<file path="src/rtl/opcode_assembler_pkg.sv">
// Shared opcode geometry and shape codes for the opcode assembler/decoder path.
// Field layout of the 96-bit opcode: shape[95:92], color[91:76], operand data[75:0].
package gpu_pkg;

    localparam int OPCODE_W = 96;
    localparam int SHAPE_W  = 4;
    localparam int COLOR_W  = 16;
    localparam int OPDATA_W = 76;

    localparam int SHAPE_MSB  = OPCODE_W - 1;
    localparam int SHAPE_LSB  = SHAPE_MSB - SHAPE_W + 1;
    localparam int COLOR_MSB  = SHAPE_LSB - 1;
    localparam int COLOR_LSB  = COLOR_MSB - COLOR_W + 1;
    localparam int OPDATA_MSB = COLOR_LSB - 1;
    localparam int OPDATA_LSB = 0;

    typedef logic [OPCODE_W-1:0] opcode_t;

    typedef enum logic [SHAPE_W-1:0] {
        SHAPE_POINT  = 4'd0,
        SHAPE_LINE   = 4'd1,
        SHAPE_TRI    = 4'd2,
        SHAPE_RECT   = 4'd3,
        SHAPE_CIRCLE = 4'd4,
        SHAPE_SPRITE = 4'd5
    } shape_t;

    // Shape codes 0..num_shapes-1 are the only ones the decoder understands.
    function automatic logic shape_is_legal(input logic [SHAPE_W-1:0] shape, input int num_shapes);
        return int'(shape) < num_shapes;
    endfunction

endpackage

</file>
<file path="src/rtl/opcode_assembler_if.sv">
// Stream bundle between host, opcode assembler and decoder.
// master = host/decoder side, slave = the assembler.
interface opcode_assembler_if #(
    parameter int IN_W       = 32,
    parameter int OPCODE_W   = 96,
    parameter int FIFO_DEPTH = 4
) ();

    localparam int CNT_W = $clog2(FIFO_DEPTH) + 1;

    logic [IN_W-1:0]     in_data;
    logic                in_valid;
    logic                in_ready;
    logic                flush;
    logic [OPCODE_W-1:0] opcode;
    logic                op_valid;
    logic                op_ready;
    logic [CNT_W-1:0]    fifo_count;
    logic                bad_op;

    modport master (
        output in_data, in_valid, flush, op_ready,
        input  in_ready, opcode, op_valid, fifo_count, bad_op
    );

    modport slave (
        input  in_data, in_valid, flush, op_ready,
        output in_ready, opcode, op_valid, fifo_count, bad_op
    );

endinterface

</file>
<file path="src/rtl/opcode_assembler_fifo.sv">
// Synchronous DEPTH x WIDTH opcode FIFO; the head is shown directly from storage.
// Entries are stored verbatim; pushes when full and pops when empty are ignored.
module opcode_fifo #(
    parameter int WIDTH = 96,
    parameter int DEPTH = 4
) (
    input  logic                       clk,
    input  logic                       rst,
    input  logic                       i_push,
    input  logic [WIDTH-1:0]           i_wdata,
    input  logic                       i_pop,
    output logic [WIDTH-1:0]           o_rdata,
    output logic                       o_full,
    output logic                       o_empty,
    output logic [$clog2(DEPTH):0]     o_count
);

    localparam int PTR_W = $clog2(DEPTH);
    localparam int CNT_W = PTR_W + 1;

    logic [WIDTH-1:0] r_mem [DEPTH];
    logic [PTR_W-1:0] r_wr_ptr;
    logic [PTR_W-1:0] r_rd_ptr;
    logic [CNT_W-1:0] r_count;
    logic             w_wr;
    logic             w_rd;

    assign o_full  = (r_count == CNT_W'(DEPTH));
    assign o_empty = (r_count == '0);
    assign o_count = r_count;
    assign o_rdata = r_mem[r_rd_ptr];
    assign w_wr    = i_push & ~o_full;
    assign w_rd    = i_pop & ~o_empty;

    // Storage is cleared on reset so the head reads zero out of reset.
    always_ff @(posedge clk or posedge rst) begin
        if (rst) begin
            for (int i = 0; i < DEPTH; i++) begin
                r_mem[i] <= '0;
            end
        end else if (w_wr) begin
            r_mem[r_wr_ptr] <= i_wdata;
        end
    end

    always_ff @(posedge clk or posedge rst) begin
        if (rst) begin
            r_wr_ptr <= '0;
            r_rd_ptr <= '0;
            r_count  <= '0;
        end else begin
            if (w_wr) begin
                r_wr_ptr <= r_wr_ptr + PTR_W'(1);
            end
            if (w_rd) begin
                r_rd_ptr <= r_rd_ptr + PTR_W'(1);
            end
            case ({w_wr, w_rd})
                2'b10:   r_count <= r_count + CNT_W'(1);
                2'b01:   r_count <= r_count - CNT_W'(1);
                default: r_count <= r_count;
            endcase
        end
    end

endmodule

</file>
<file path="src/rtl/opcode_assembler.sv">
// Packs host words into opcodes (first word in the MS bits) and queues them for the decoder.
// Optional build macro OPCODE_SHAPE_CHECK_EN drops opcodes with an illegal shape and pulses bad_op.
module opcode_assembler #(
    parameter int IN_W       = 32,
    parameter int OPCODE_W   = 96,
    parameter int FIFO_DEPTH = 4,
    parameter int NUM_SHAPES = 6
) (
    input  logic               clk,
    input  logic               rst,
    opcode_assembler_if.slave  io_bus
);

    localparam int WORDS = OPCODE_W / IN_W;
    localparam int CNT_W = (WORDS > 1) ? $clog2(WORDS) : 1;
    localparam int SH_W  = OPCODE_W - IN_W;
    localparam logic [CNT_W-1:0] LAST_WORD = CNT_W'(WORDS - 1);

`ifdef OPCODE_SHAPE_CHECK_EN
    localparam logic SHAPE_CHECK = 1'b1;
`else
    localparam logic SHAPE_CHECK = 1'b0;
`endif

    logic [CNT_W-1:0]            r_word_cnt;
    logic [SH_W-1:0]             r_shreg;
    logic                        r_bad_op;
    logic [OPCODE_W-1:0]         w_assembled;
    logic [gpu_pkg::SHAPE_W-1:0] w_shape;
    logic                        w_last;
    logic                        w_accept;
    logic                        w_complete;
    logic                        w_drop;
    logic                        w_push;
    logic                        w_pop;
    logic                        w_full;
    logic                        w_empty;

    // Only the final word of an opcode can be blocked, and only by a full FIFO as of last edge.
    assign w_last          = (r_word_cnt == LAST_WORD);
    assign io_bus.in_ready = ~(w_last & w_full);
    assign w_accept        = io_bus.in_valid & io_bus.in_ready;

    assign w_assembled = {r_shreg, io_bus.in_data};
    assign w_shape     = w_assembled[OPCODE_W-1 -: gpu_pkg::SHAPE_W];
    assign w_complete  = w_accept & w_last & ~io_bus.flush;
    assign w_drop      = SHAPE_CHECK & ~gpu_pkg::shape_is_legal(w_shape, NUM_SHAPES);
    assign w_push      = w_complete & ~w_drop;
    assign w_pop       = ~w_empty & io_bus.op_ready;

    assign io_bus.op_valid = ~w_empty;
    assign io_bus.bad_op   = r_bad_op;

    // Flush beats a same-cycle accept; the accepted word is simply lost.
    always_ff @(posedge clk or posedge rst) begin
        if (rst) begin
            r_word_cnt <= '0;
            r_shreg    <= '0;
            r_bad_op   <= 1'b0;
        end else begin
            r_bad_op <= w_complete & w_drop;
            if (io_bus.flush) begin
                r_word_cnt <= '0;
                r_shreg    <= '0;
            end else if (w_accept) begin
                r_shreg    <= w_assembled[SH_W-1:0];
                r_word_cnt <= w_last ? '0 : r_word_cnt + CNT_W'(1);
            end
        end
    end

    opcode_fifo #(
        .WIDTH (OPCODE_W),
        .DEPTH (FIFO_DEPTH)
    ) u_fifo (
        .clk     (clk),
        .rst     (rst),
        .i_push  (w_push),
        .i_wdata (w_assembled),
        .i_pop   (w_pop),
        .o_rdata (io_bus.opcode),
        .o_full  (w_full),
        .o_empty (w_empty),
        .o_count (io_bus.fifo_count)
    );

endmodule

</file>
<file path="src/flat_wrapper.sv">
// flat-port wrapper written by rule: the top's interface ports become plain ports
module opcode_assembler_flat 
#(
    parameter int IN_W       = 32,
    parameter int OPCODE_W   = 96,
    parameter int FIFO_DEPTH = 4,
    parameter int NUM_SHAPES = 6
)
  (clk, rst, io_bus_in_data, io_bus_in_valid, io_bus_flush, io_bus_op_ready, io_bus_in_ready, io_bus_opcode, io_bus_op_valid, io_bus_fifo_count, io_bus_bad_op);
  opcode_assembler_if #(.IN_W(IN_W), .OPCODE_W(OPCODE_W), .FIFO_DEPTH(FIFO_DEPTH)) io_bus_i ();
  input  logic clk;
  input  logic rst;
  input wire logic [$bits(io_bus_i.in_data)-1:0] io_bus_in_data;
  input wire logic [$bits(io_bus_i.in_valid)-1:0] io_bus_in_valid;
  input wire logic [$bits(io_bus_i.flush)-1:0] io_bus_flush;
  input wire logic [$bits(io_bus_i.op_ready)-1:0] io_bus_op_ready;
  output wire logic [$bits(io_bus_i.in_ready)-1:0] io_bus_in_ready;
  output wire logic [$bits(io_bus_i.opcode)-1:0] io_bus_opcode;
  output wire logic [$bits(io_bus_i.op_valid)-1:0] io_bus_op_valid;
  output wire logic [$bits(io_bus_i.fifo_count)-1:0] io_bus_fifo_count;
  output wire logic [$bits(io_bus_i.bad_op)-1:0] io_bus_bad_op;
  assign io_bus_i.in_data = io_bus_in_data;
  assign io_bus_i.in_valid = io_bus_in_valid;
  assign io_bus_i.flush = io_bus_flush;
  assign io_bus_i.op_ready = io_bus_op_ready;
  assign io_bus_in_ready = io_bus_i.in_ready;
  assign io_bus_opcode = io_bus_i.opcode;
  assign io_bus_op_valid = io_bus_i.op_valid;
  assign io_bus_fifo_count = io_bus_i.fifo_count;
  assign io_bus_bad_op = io_bus_i.bad_op;
  opcode_assembler #(.IN_W(IN_W), .OPCODE_W(OPCODE_W), .FIFO_DEPTH(FIFO_DEPTH), .NUM_SHAPES(NUM_SHAPES)) u_core (.clk(clk), .rst(rst), .io_bus(io_bus_i));
endmodule
</file>
<file path="config.mk">
export PLATFORM = sky130hd
export DESIGN_NAME = opcode_assembler_flat
export DESIGN_NICKNAME = d
export VERILOG_FILES = /design/src/rtl/opcode_assembler_pkg.sv /design/src/rtl/opcode_assembler_if.sv /design/src/rtl/opcode_assembler_fifo.sv /design/src/rtl/opcode_assembler.sv /design/src/flat_wrapper.sv
export SDC_FILE = /design/constraint.sdc
export NUM_CORES = 1
export LEC_CHECK = 0
export CORE_UTILIZATION = 35
export CTS_CLUSTER_SIZE = 30
export DETAILED_ROUTE_END_ITERATION = 10
export PLACE_DENSITY_LB_ADDON = 0.12
export SKIP_CTS_REPAIR_TIMING = 1
export SYNTH_ARGS = -nofsm -noshare
export SYNTH_HDL_FRONTEND = slang
export SYNTH_SLANG_ARGS = --single-unit
</file>
<file path="constraint.sdc">
create_clock -name clk -period 25.5 [get_ports clk]
set_clock_uncertainty 0.2 [all_clocks]
set_input_delay 5.1 -clock clk [delete_from_list [all_inputs] [get_ports clk]]
set_output_delay 5.1 -clock clk [all_outputs]
set_load 0.05 [all_outputs]
</file>
==> metrics, run 1 <==
worst setup margin=16.50 ns; Hold Crit Class=flip-flop to flip-flop; IO Port Bufs=137; Antenna Nets Post-Route=0; Worst path top cell family by delay=buffers and inverters; Hold Startpoint=u_core.u_fifo.r_mem[103]; Peak Freq=111.1 MHz; slowest cell on the critical path=buf_4; unrepaired setup endpoints after global routing=false; most frequent cells in the layout=dfrtp_1, mux2_2, mux2_1; initial core utilization=35.44%; measured slew at the worst slew-check pin=1.081 ns; cell area after layout=0.02291 mm2; final hold violation count=0; r2r setup slk=22.03 ns; most common cell after layout, fill and taps aside=dfrtp_1; Fin Hold WS=0.2817 ns; Via Count=10.29k; Via density=5.061; crit-path cells=buf_4 -> mux4_2 -> clkdlybuf4s50_1; CTS root buf=clkbuf_16; H-tree Lvls=2; Critical Path Max Stage Delay=0.91 ns; CP arrival=3.70 ns; FF+latch count, synth=457; Worst EP required=20.20 ns; max cap viols=0; Yosys cell types=32; CP bufs+invs=2; reg2reg end=u_core.u_fifo.r_mem[70]; Site Rows=86; Max VDD drop=0.04958 mV; Initial DRC Count=464; Critical Path Start=u_core.u_fifo.r_rd_ptr[1]; relative slew slack=27.96%; Final setup viols=0; vias in the first global route=11.28k; Final Cycle Share=35.31%; kind of critical path=flip-flop to output pin; crit end category=output pin; total track usage=16.56%; # fillers=5064; Max clock buf depth=3; Pleak=11.00 nW; I/O pin cnt=139; Post-DP HPWL=25.88 mm; Die Ht=238.2 um; CTS tree=yes; Worst Setup Slack post-DPL=16.94 ns; synthesized netlist net count=1166; DRC Markers=0; CP max FO=59; synth warn=0; final core occ=41.59%; total clock sinks=457; setup TNS=0 ns; routability congestion estimate from global placement=0.6754; hold worst-path end=u_core.u_fifo.r_mem[103]; r2r worst-path depth=4; Mapped Avg Cell Area=17.39 um2; DRT Wirelength=45.18 mm; gate count of the mapped netlist=1123; sequential area share after synthesis=58.56%; total CTS buffers=51; status=finished clean; Post-DP Area=0.02132 mm2; WL per Instance=22.22 um; DR pass1 iterations=4; worst-skew pair later-pin latency=0.58 ns; gr ovfl total=0; Worst setup SP type=flip-flop; Syn Std Cell Area=0.01953 mm2; Core ar.=0.05509 mm2; Pins Over Slew Limit=0; nets=1292; first-pass GRT wire length=71.35 mm; Power Density=86.96 mW/mm2; CTS clk-pin slew, worst paths=0.05 ns; min Tclk post-route=9.003 ns; area of the die=0.05674 mm2; Die X=238.2 um; hold-critical path depth=1; Syn-to-layout area delta=17.33%; R2R Path Start=u_core.u_fifo.o_count[2]; fraction of layout cells with a size suffix above 1=32.40%; largest net degree at the start of global routing=154; antenna violations before repair=1
synthesized netlist by cell type:
| cell type | count | area share, % |
|---|---|---|
| nand3_4 | 4 | 0.36 |
| or3b_1 | 1 | 0.045 |
| nor3b_1 | 1 | 0.038 |
| or3_1 | 1 | 0.032 |
| and2_1 | 1 | 0.032 |
| nand2_1 | 1 | 0.019 |
| a21oi_1 | 3 | 0.077 |
| and4bb_1 | 1 | 0.064 |
| buf_2 | 14 | 0.36 |
| mux2_1 | 160 | 9.2 |
| nor2b_1 | 1 | 0.032 |
| a22o_1 | 64 | 2.9 |
| and3b_1 | 1 | 0.045 |
| xnor2_1 | 3 | 0.13 |
| xor2_1 | 3 | 0.13 |
| mux2_2 | 225 | 13 |
| a311oi_2 | 1 | 0.077 |
| buf_4 | 23 | 0.88 |
| or3b_2 | 1 | 0.045 |
| buf_8 | 16 | 1.2 |
| clkbuf_1 | 14 | 0.27 |
| ha_1 | 5 | 0.32 |
| conb_1 | 1 | 0.019 |
| mux4_2 | 96 | 11 |
| nand3_1 | 2 | 0.051 |
| inv_1 | 7 | 0.13 |
| mux2i_1 | 1 | 0.051 |
| buf_6 | 10 | 0.58 |
| nor2_1 | 3 | 0.058 |
| fa_1 | 1 | 0.10 |
| dfrtp_1 | 457 | 59 |
| o22ai_4 | 1 | 0.10 |
sequential cells by signal (all words and copies together), names as in the netlist:
name / flops
u_core.u_fifo.o_count: 3
u_core.r_word_cnt: 2
u_core.u_fifo.r_wr_ptr: 2
u_core.r_shreg: 64
u_core.u_fifo.r_rd_ptr: 2
u_core.u_fifo.r_mem: 384
cell families (layout without fill, tap and decap cells):
group	Yosys count	count (layout)	synth area share, %
XOR/XNOR	6	6	0.2692
adder cells (fa/ha/maj)	6	6	0.4229
buffers and inverters	84	245	3.454
flip-flops	457	457	58.56
AND/OR/NAND/NOR	18	18	0.8202
other	1	2	0.01920
AO/OA/AOI/OAI	69	69	3.127
multiplexers	482	482	33.32
final cells by class:
| cell class | instances | area (um2) | share of cell area (%) |
|---|---|---|---|
| sequential | 457 | 11440 | 49.95 |
| timing repair buffer | 150 | 1481 | 6.466 |
| clock buffer | 81 | 1551 | 6.772 |
| inverter | 7 | 33.78 | 0.1474 |
| antenna | 1 | 2.502 | 0.01092 |
| clock inverter | 7 | 35.03 | 0.1529 |
| multi-input combinational | 582 | 7428 | 32.42 |
| tap | 748 | 935.9 | 4.085 |
stage by stage:
step,power (mW),instances
after floorplan,1.177,1123
after global placement,1.313,1944
after detailed placement,1.317,1944
after CTS,2.034,2032
after global routing,2.090,2032
final,1.992,2033
where the power goes:
part	internal (mW)	switching, mW	leakage (nW)
combinational	0.188	0.241	3.93
clock	0.413	0.290	0.786
sequential	0.791	0.0709	6.29
total	1.39	0.601	11.0
how the worst max path moves through the flow:
stage | endpoint | slack, ns | depth (start not counted)
5_1_grt | io_bus_opcode[77] | 16.33 | 3
4_1_cts | io_bus_opcode[77] | 16.36 | 3
6_report | io_bus_opcode[77] | 16.50 | 3
3_5_place_dp | u_core.u_fifo.r_mem[1] | 16.94 | 5
3_3_place_gp | u_core.u_fifo.r_mem[4] | 16.95 | 5
2_1_floorplan | u_core.r_shreg[0] | 7.46 | 1
routing by layer:
metal  share of wire, %  GRT usage, %  wire [um]  up-vias
met4                2.3         4.973       1032        2
met5              0.029             0         13        -
met1                 49         24.19      22070     5593
li1                   -             -          -     4484
met3                3.1         2.337       1399       67
met2                 46         25.59      20660      142
worst reg2reg max path, delay by kind of cell, from the launching register on:
family,cells,cell delay [ns]
flip-flops,1,0.47
buffers and inverters,1,0.91
multiplexers,1,0.46
AND/OR/NAND/NOR,2,1.31
Note: power is estimated with default switching activity, not from simulation.
==> inputs of run 2 (changes only) <==
==> constraint.sdc (replaced) <==
create_clock -name clk -period 7.8 [get_ports clk]
set_clock_uncertainty 0.2 [all_clocks]
set_input_delay 1.56 -clock clk [delete_from_list [all_inputs] [get_ports clk]]
set_output_delay 1.56 -clock clk [all_outputs]
set_load 0.05 [all_outputs]
==> run 2 against run 1 <==
  * Hold slack improved by 0.0020 ns
  * Global-route usage about the same
  * Final cell count unchanged
  * Setup slack got worse by 14 ns
  * Flip-flop and latch count unchanged
  * Sequential power increased to 3.3 times the previous value
  * Via count increased by 0.52%
  * Clock power increased to 3.3 times the previous value
  * Die area unchanged
==> metrics, run 2 (synthesized netlist as in run 1, its figures left out) <==
status=finished clean; max cap viols=0 (unchanged); r2r setup slk=4.64 ns (-17.39 ns); CP max FO=65 (+10%); Int Pwr=4.592 mW (+230%); min Tclk post-route=5.291 ns; total track usage=16.60% (+0.036 points); initial core utilization=35.44% (unchanged); Antenna Nets Post-Route=0 (unchanged); CTS clk-pin slew, worst paths=0.06 ns (about the same); Max clock buf depth=3 (unchanged); total clock sinks=457 (unchanged); Critical Path Start=u_core.u_fifo.r_rd_ptr[0]; clock share of power=35.6% (+0.4 points); final hold violation count=0 (unchanged); DRT Wirelength=45.19 mm (about the same); Syn-to-layout area delta=17.77%; gr ovfl total=0 (unchanged); R2R Path Start=u_core.u_fifo.o_count[2]; Critical Path End=io_bus_opcode[42]; Top reg by flops=u_core.u_fifo.r_mem; Via density=5.087 (+0.52%); Seq pwr share=43.2% (about the same); largest net degree at the start of global routing=186 (+21%); measured slew at the worst slew-check pin=1.104 ns (+0.02327 ns); routability congestion estimate from global placement=0.6852 (+1.5%); Hold Crit Class=flip-flop to flip-flop; most frequent cells in the layout=dfrtp_1, mux2_2, mux2_1; kind of critical path=flip-flop to output pin; Die Ht=238.2 um (unchanged); worst-skew pair later-pin latency=0.58 ns (about the same); CTS root buf=clkbuf_16; Final Cycle Share=67.83%; Site Rows=86 (unchanged); Sw Pwr=1.970 mW (+230%); # fillers=5107 (+0.85%); switch share=30.02% (-0.14 points); Pleak=11.04 nW (+0.35%); WL per Instance=22.23 um (about the same); first-pass GRT wire length=71.64 mm (+0.41%); I/O pin cnt=139 (unchanged); Power Density=285.3 mW/mm2 (+230%); Post-DP HPWL=25.18 mm (-2.7%); vias in the first global route=11.24k (-0.40%); Core ar.=0.05509 mm2 (unchanged); number of diodes=0 (-1); CTS tree=yes; IO Port Bufs=137 (unchanged); Worst Setup Slack post-DPL=2.898 ns (-14.05 ns); total design power=6.562 mW (+230%); Die X=238.2 um (unchanged); unrepaired setup endpoints after global routing=false; Final setup viols=0 (unchanged); Worst setup SP type=flip-flop; fraction of layout cells with a size suffix above 1=32.53% (+0.13 points); total CTS buffers=51 (unchanged); Pins Over Slew Limit=0 (unchanged); reg2reg end=u_core.u_fifo.r_mem[287]; Peak Freq=189.0 MHz; Initial DRC Count=509 (+9.7%); setup TNS=0 ns (unchanged); Worst EP required=6.04 ns (-14.16 ns); max FFs per register=384 (unchanged); antenna violations before repair=0 (-1); Via Count=10.34k (+0.52%); DR pass1 iterations=4 (unchanged); CP arrival=3.53 ns (-0.17 ns); logic gate share of total power=21.2% (-0.3 points); most common cell after layout, fill and taps aside=dfrtp_1; area of the die=0.05674 mm2 (unchanged); worst setup margin=2.509 ns (-13.99 ns); r2r worst-path depth=4 (unchanged); H-tree Lvls=2 (unchanged); relative slew slack=26.41% (-1.6 points); DRC Markers=0 (unchanged); Max VDD drop=0.1520 mV (+210%); nets=1292 (unchanged); crit end category=output pin
-- run 2: changes by cell type in the layout (fill, tap and decap cells not counted) --
cell and delta:
buf_12 +5, buf_4 -5, clkbuf_8 -3, clkinv_2 +3
bufinv_16 +2, clkbuf_1 -1, clkinvlp_4 +1, diode_2 -1
inv_8 -1
-- run 2: layout make-up --
type	count	area, um2	share of cell area [%]
clock buffers	77	1506	6.550
clock inverters	12	110.1	0.4788
inverters	7	30.03	0.1306
multi-input cells	582	7428	32.30
flip-flops and latches	457	11440	49.76
well taps	748	935.9	4.069
repair buffers	150	1544	6.713
-- run 2: layer usage --
metal	wire [um]	GRT usage [%]	part of all wire [%]	up-vias
met4	936	4.779	2.1	0
met5	0	0	0	-
met3	1678	2.383	3.7	67
li1	-	-	-	4501
met1	22190	24.98	49	5610
met2	20380	24.84	45	163
-- run 2: worst min-delay path by stage --
stage,startpoint,to,slack (ns),depth (start not counted)
3_5_place_dp,u_core.u_fifo.r_mem[14],u_core.u_fifo.r_mem[14],0.28,1
3_3_place_gp,u_core.u_fifo.r_mem[109],u_core.u_fifo.r_mem[109],0.27,1
2_1_floorplan,u_core.u_fifo.r_mem[100],u_core.u_fifo.r_mem[100],0.26,1
5_1_grt,u_core.u_fifo.r_mem[5],u_core.u_fifo.r_mem[5],0.30,1
4_1_cts,u_core.u_fifo.r_mem[14],u_core.u_fifo.r_mem[14],0.29,1
6_report,u_core.u_fifo.r_mem[97],u_core.u_fifo.r_mem[97],0.28,1
-- run 2: power groups by stage --
| stage | clock [mW] | combinational [mW] | sequential, mW |
|---|---|---|---|
| 3_3_place_gp | 0 | 1.42 | 2.89 |
| 4_1_cts | 2.42 | 1.43 | 2.84 |
| 2_1_floorplan | 0 | 1.11 | 2.74 |
| 6_report | 2.33 | 1.39 | 2.84 |
| 5_1_grt | 2.51 | 1.49 | 2.88 |
| 3_5_place_dp | 0 | 1.43 | 2.89 |
-- run 2: critical path, cell delays in order, from the launching register on --
cell             delay [ns]
dfrtp_4                0.92
buf_12                 0.52
mux4_2                 0.66
clkdlybuf4s50_1        0.74
-- run 2: metrics by stage --
step | cell area, um2 | instances | utilization, % | hold WS [ns]
final | 23000 | 2033 | 41.74 | 0.2837
after global placement | 21380 | 1944 | 38.81 | 0.2677
after detailed placement | 21380 | 1944 | 38.81 | 0.2756
after floorplan | 19530 | 1123 | - | 0.2587
after CTS | 23000 | 2033 | 41.74 | 0.2888
after global routing | 23000 | 2033 | 41.74 | 0.2985
